[src/rtl/branch_resolve_unit.sv]
// branch_resolve_unit: checks fetch predictions against execute outcomes and drives predictor update/redirect
// Ports: clock_i/reset_i (async, active-high); trk_* push tracked fetch slots into an in-order FIFO;
// res_* resolve the FIFO head; pc_we_i consumes the held update; update_*/last_br_o train the PHT/BTB;
// wrong_pred_o/fixed_pc_o and wasnt_branch_o/wasnt_br_pc_o redirect fetch; mispred_cnt_o counts
// redirects (saturating); proto_err_o is sticky on a resolve with an empty FIFO.
module branch_resolve_unit #(
    parameter int DEPTH = 8,
    parameter int CNT_W = 16
) (
    input  logic             clock_i,
    input  logic             reset_i,
    input  logic             trk_valid_i,
    input  logic [31:0]      trk_pc_i,
    input  logic             trk_pred_i,
    input  logic [31:0]      trk_tgt_i,
    output logic             trk_ready_o,
    input  logic             res_valid_i,
    input  logic             res_is_branch_i,
    input  logic             res_taken_i,
    input  logic [31:0]      res_tgt_i,
    output logic             res_ready_o,
    input  logic             pc_we_i,
    output logic [31:0]      update_pc_o,
    output logic [31:0]      update_tgt_o,
    output logic             last_br_o,
    output logic             update_pht_o,
    output logic             update_btb_o,
    output logic             wrong_pred_o,
    output logic [31:0]      fixed_pc_o,
    output logic             wasnt_branch_o,
    output logic [31:0]      wasnt_br_pc_o,
    output logic [CNT_W-1:0] mispred_cnt_o,
    output logic             proto_err_o
);
    localparam int AW = $clog2(DEPTH);
    typedef enum logic [1:0] {IDLE, UPDATE, FLUSH} state_t;
    state_t state, state_nx;
    logic [31:0] pc_mem [DEPTH];
    logic        pred_mem [DEPTH];
    logic [31:0] tgt_mem [DEPTH];
    logic [AW-1:0] wr_ptr, rd_ptr;
    logic [AW:0] count;
    logic push, res_acc, hit, load, redirect, h_pred;
    logic [31:0] h_pc, h_tgt;
    assign trk_ready_o = count != (AW+1)'(DEPTH) && state != FLUSH;
    assign res_ready_o = state == IDLE;
    assign push = trk_valid_i && trk_ready_o;
    assign res_acc = res_valid_i && res_ready_o && count != '0;
    assign h_pc = pc_mem[rd_ptr];
    assign h_pred = pred_mem[rd_ptr];
    assign h_tgt = tgt_mem[rd_ptr];
    // a prediction is correct when the direction matches and, if taken, the target matches too
    assign hit = res_taken_i == h_pred && (!res_taken_i || res_tgt_i == h_tgt);
    // a non-branch slot is only tracked-with-effect when fetch predicted it taken
    assign load = res_acc && (res_is_branch_i || h_pred);
    assign redirect = !res_is_branch_i || !hit;
    always_ff @(posedge clock_i) begin
        if (push) begin
            pc_mem[wr_ptr] <= trk_pc_i;
            pred_mem[wr_ptr] <= trk_pred_i;
            tgt_mem[wr_ptr] <= trk_tgt_i;
        end
    end
    always_ff @(posedge clock_i or posedge reset_i) begin
        if (reset_i) begin
            wr_ptr <= '0;
            rd_ptr <= '0;
            count <= '0;
        end else if (state == FLUSH) begin
            wr_ptr <= '0;
            rd_ptr <= '0;
            count <= '0;
        end else begin
            wr_ptr <= push ? wr_ptr + AW'(1) : wr_ptr;
            rd_ptr <= res_acc ? rd_ptr + AW'(1) : rd_ptr;
            count <= count + (AW+1)'(push) - (AW+1)'(res_acc);
        end
    end
    always_comb begin
        state_nx = state;
        if (state == IDLE && load) state_nx = UPDATE;
        else if (state == UPDATE && pc_we_i) state_nx = (wrong_pred_o || wasnt_branch_o) ? FLUSH : IDLE;
        else if (state == FLUSH) state_nx = IDLE;
    end
    always_ff @(posedge clock_i or posedge reset_i) begin
        if (reset_i) state <= IDLE;
        else state <= state_nx;
    end
    always_ff @(posedge clock_i or posedge reset_i) begin
        if (reset_i) begin
            update_pc_o <= '0;
            update_tgt_o <= '0;
            last_br_o <= 1'b0;
            update_pht_o <= 1'b0;
            update_btb_o <= 1'b0;
            wrong_pred_o <= 1'b0;
            fixed_pc_o <= '0;
            wasnt_branch_o <= 1'b0;
            wasnt_br_pc_o <= '0;
        end else if (load) begin
            update_pc_o <= res_is_branch_i ? h_pc : '0;
            update_tgt_o <= res_is_branch_i ? res_tgt_i : '0;
            last_br_o <= res_is_branch_i && res_taken_i;
            update_pht_o <= res_is_branch_i;
            update_btb_o <= res_is_branch_i && !hit && res_taken_i;
            wrong_pred_o <= res_is_branch_i && !hit;
            fixed_pc_o <= (res_is_branch_i && !hit) ? (res_taken_i ? res_tgt_i : h_pc + 32'd4) : '0;
            wasnt_branch_o <= !res_is_branch_i;
            wasnt_br_pc_o <= res_is_branch_i ? '0 : h_pc;
        end else if (state == UPDATE && pc_we_i) begin
            update_pc_o <= '0;
            update_tgt_o <= '0;
            last_br_o <= 1'b0;
            update_pht_o <= 1'b0;
            update_btb_o <= 1'b0;
            wrong_pred_o <= 1'b0;
            fixed_pc_o <= '0;
            wasnt_branch_o <= 1'b0;
            wasnt_br_pc_o <= '0;
        end
    end
    always_ff @(posedge clock_i or posedge reset_i) begin
        if (reset_i) begin
            mispred_cnt_o <= '0;
            proto_err_o <= 1'b0;
        end else begin
            if (load && redirect && mispred_cnt_o != '1) mispred_cnt_o <= mispred_cnt_o + CNT_W'(1);
            if (res_valid_i && res_ready_o && count == '0) proto_err_o <= 1'b1;
        end
    end
endmodule
[config.mk]
export PLATFORM = sky130hd
export DESIGN_NAME = branch_resolve_unit
export DESIGN_NICKNAME = d
export VERILOG_FILES = /design/src/rtl/branch_resolve_unit.sv
export SDC_FILE = /design/constraint.sdc
export NUM_CORES = 1
export LEC_CHECK = 0
export BUFFER_PORTS_ARGS = -buffer_cell sky130_fd_sc_hd__clkbuf_2
export CAP_MARGIN = 5
export CORE_MARGIN = 5
export CORE_UTILIZATION = 33
export CTS_BUF_LIST = sky130_fd_sc_hd__clkbuf_2 sky130_fd_sc_hd__clkbuf_4 sky130_fd_sc_hd__clkbuf_8
export DETAILED_ROUTE_END_ITERATION = 7
export HOLD_SLACK_MARGIN = 0.12
export PLACE_DENSITY = 0.55
export SLEW_MARGIN = 20
export SYNTH_ARGS = -nofsm -noshare
export SYNTH_HDL_FRONTEND = slang
export SYNTH_SLANG_ARGS = --single-unit
[constraint.sdc]
create_clock -name clock_i -period 15.75 [get_ports clock_i]
set_input_delay 0 -clock clock_i [delete_from_list [all_inputs] [get_ports clock_i]]
set_output_delay 0 -clock clock_i [all_outputs]
set_load 0.01 [all_outputs]
==> results.py <==
metrics = {
    "route": {
        "first_pass_iters": 5,
        "wl_met1_mm": 33.41,
        "vias": 16140,
        "wirelength_mm": 78.62,
        "ant_nets": 0,
        "route.met3.wl_mm": 6.325,
        "wl_met2_mm": 37.19,
        "vias_per_cell": 4.931,
        "drt_iter0_markers": 1073,
        "drcViolationCount": 0,
        "top_layer": "met5",
        "wl_per_cell_um": 24.01,
    },
    "hold_path": {
        "holdPathStages": 2,
        "min_from": "trk_tgt_i[22]",
        "worstHoldEndpoint": "tgt_mem[4][22]",
        "hold_class": "in -> reg",
    },
    "timing": {
        "rsz0062_at_grt": "false",
        "fmax_mhz": 200.7,
        "slew_violations": 0,
        "min_period_over_period_pct": 31.63,
        "setup_viol": 0,
        "worstMarginPinSlew_ns": 1.028,
        "maxSlewHeadroom_pct": 31.47,
        "finalHoldViolations": 0,
        "fin_skew_ns": 0.05819,
        "finalSetupTns_ns": 0,
        "fin_crit_ns": 4.982,
    },
    "clocking": {
        "cts_resized": 0,
        "cts.sinks": 682,
        "post_cts_buffers": 0,
        "clock_latency_ns": 0.77,
        "cts_buffers": 113,
        "h-tree-depth": 3,
        "cts-root-buf": "clkbuf_8",
        "cts.path.max_buffers": 3,
        "cts_tree": "built",
        "clkTransAtPathRegs_ns": 0.06,
        "cts_hold_buf": 199,
    },
    "place": {
        "place_hpwl_mm": 49.99,
        "gp_congestion": 0.7740,
        "portBuffers": 255,
        "placed_cells": 2858,
        "placed_cell_area_um2": 29720,
    },
    "synthesis": {
        "synthDistinctLibCells": 61,
        "ys_ff_latch": 682,
        "synthCells": 1564,
        "yosysWarnings": 0,
        "syn_avg_cell_area_um2": 17.37,
        "synthArstFlopShare_pct": 23.75,
        "synth_edf_count": 520,
        "synth_area_um2": 27170,
        "yosys-top-cells-area": "edfxtp_1, dfrtp_1, mux4_2",
        "synth_flop_cell": "edfxtp_1",
        "syn_nets": 1679,
        "yosysTopAreaCellShare_pct": 57.47,
        "post-synth-top-area-cell": "edfxtp_1",
        "ys_seq_area_share_pct": 72.39,
    },
    "final_layout": {
        "layout_commonest_cell": "edfxtp_1",
        "final_cell_mix": "edfxtp_1, clkbuf_2, dlygate4sd3_1, dfrtp_1, nand2_1",
        "fin_nets": 2217,
        "drive_above_1_share_pct": 29.39,
        "final_cell_count_no_fill": 3274,
        "fillCellCount": 7422,
        "regArea_um2": 19680,
        "fin_util_pct": 41.72,
        "multiInputGateArea_um2": 7033,
        "stdcell_area_um2": 34150,
        "area_growth_pct": 25.68,
    },
    "floorplan": {
        "core_area_um2": 81850,
        "die_h_um": 296.9,
        "dieArea_um2": 88170,
        "start_util_pct": 33.20,
        "rows": 105,
        "io_pins": 256,
        "dieWidth_um": 296.9,
    },
    "power_and_ir_drop": {
        "leakage_nw": 12.88,
        "total_power_mw": 6.258,
        "power_density_nw_per_um2": 183.3,
        "ir_worst_vdd_mv": 0.08484,
    },
    "critical_path": {
        "end_kind": "flip-flop",
        "critPathLaunchType": "flip-flop",
        "crit_arrival_ns": 5.65,
        "crit_buf_inv": 4,
        "crit_cells": 10,
        "crit_required_ns": 16.42,
        "cp_slowest_cell": "buf_4",
        "critPathMaxStageDelay_ns": 0.85,
        "worst-setup-path-type": "reg -> reg",
        "cp_max_fo": 86,
        "crit-reg2reg-launch": "rd_ptr[2]",
        "crit_path_frequent_cell": "buf_4",
        "crit_chain": "buf_4, mux4_2, nand2_1, nand2_1, o21a_1, a31oi_4, buf_4, buf_4, a22o_1, dlygate4sd3_1",
        "reg2regPathDepth": 10,
        "rr_endpoint": "update_tgt_o[13]",
        "crit_family": "buffers and inverters",
        "regToRegSetupSlack_ns": 10.77,
    },
    "status": {
        "status": "complete, no violations",
    },
    "global_routing": {
        "grtUsageTotal_pct": 17.63,
        "grt_pass1_wl_mm": 115.8,
        "grt_max_degree": 87,
        "overflow": 0,
        "first_global_vias": 17030,
        "antenna_found_initial": 13,
    },
    "run": {
        "max_cap_viol_count": 0,
    },
}
[synth_stat cells (3+ instances only)]
master       n
buf_6       12
nand2_1    131
buf_1        3
a21oi_1     24
clkbuf_1    21
inv_1       16
edfxtp_1   520
o21ai_1      8
nor2b_1      3
nor3_1      13
mux2i_1    111
nor3_2       9
or3_1       12
mux2_2      13
nand2b_1     8
xor2_1      39
buf_4       14
o21a_1       4
nor2_2       4
a22o_1      45
ha_1        10
dfrtp_1    162
nor4_1       6
a22oi_1      8
nand3b_1     4
o2111ai_1    3
nand3_1     15
nand4_1      9
nor3b_1      3
xnor2_1     23
nor2_1      43
mux4_2     100
o21ai_0     98
o22ai_1      6
and2_1       6
and3_1       7
buf_2       20
[worst register-to-register path, stage by stage (launching register included)]
cell and delay (ns):
dfrtp_4 0.72, buf_4 0.79, mux4_2 0.46, nand2_1 0.08
nand2_1 0.17, o21a_1 0.31, a31oi_4 0.17, buf_4 0.43
buf_4 0.86, a22o_1 0.35, dlygate4sd3_1 0.55
[per-layer routing]
metal,up-vias,track usage (%)
li1,7204,-
met1,8309,23.11
met5,-,0
met3,97,5.390
met4,10,5.126
met2,523,28.56
[cell type report]
| type | instances | share of cell area, % |
|---|---|---|
| Antenna cell | 6 | 0.04397 |
| Clock buffer | 168 | 5.928 |
| Clock inverter | 43 | 1.140 |
| Inverter | 16 | 0.1905 |
| Sequential cell | 682 | 57.63 |
| Timing Repair Buffer | 498 | 10.55 |
| Multi-Input combinational cell | 791 | 20.60 |
| Tap cell | 1070 | 3.921 |
[per-stage QoR]
stage	hold WS, ns	worst slack, ns
2_1_floorplan	0.09887	9.585
3_3_place_gp	0.03732	10.87
3_5_place_dp	0.04624	11.16
4_1_cts	0.1212	10.82
5_1_grt	0.1560	10.57
6_report	0.1746	10.77
[cell families (layout without fill, tap and decap cells)]
| group | count (synthesis) | count (layout) | synth area share, % |
|---|---|---|---|
| XOR/XNOR | 62 | 62 | 1.999 |
| flip-flops | 682 | 682 | 72.39 |
| adder cells (fa/ha/maj) | 11 | 11 | 0.5342 |
| buffers and inverters | 91 | 725 | 1.999 |
| AO/OA/AOI/OAI | 208 | 208 | 4.831 |
| AND/OR/NAND/NOR | 283 | 283 | 5.079 |
| other | 0 | 6 | 0 |
| multiplexers | 227 | 227 | 13.17 |
[registers in the layout, indices dropped and copies added, names as in the netlist]
| signal | count |
|---|---|
| mispred_cnt_o | 16 |
| proto_err_o | 1 |
| state | 2 |
| pred_mem | 8 |
| last_br_o | 1 |
| fixed_pc_o | 32 |
| tgt_mem | 256 |
| wr_ptr | 3 |
| wasnt_branch_o | 1 |
| count | 4 |
| rd_ptr | 3 |
| wrong_pred_o | 1 |
| update_pht_o | 1 |
| wasnt_br_pc_o | 32 |
| update_btb_o | 1 |
| pc_mem | 256 |
| update_pc_o | 32 |
| update_tgt_o | 32 |
[where the power goes]
| part | switching (mW) | total (mW) | internal (mW) |
|---|---|---|---|
| sequential | 0.211 | 2.53 | 2.32 |
| combinational | 1.23 | 2.08 | 0.847 |
| clock | 0.723 | 1.65 | 0.926 |
| total | 2.16 | 6.26 | 4.09 |
[worst max path at each step]
stage                          from          endpoint
after floorplan            state[1]      pc_mem[0][0]
after global placement    rd_ptr[0]     fixed_pc_o[2]
after detailed placement  rd_ptr[0]  mispred_cnt_o[1]
after CTS                 rd_ptr[2]  update_tgt_o[13]
after global routing      rd_ptr[2]  update_tgt_o[13]
final                     rd_ptr[2]  update_tgt_o[13]
(Power assumes the default switching activity.)
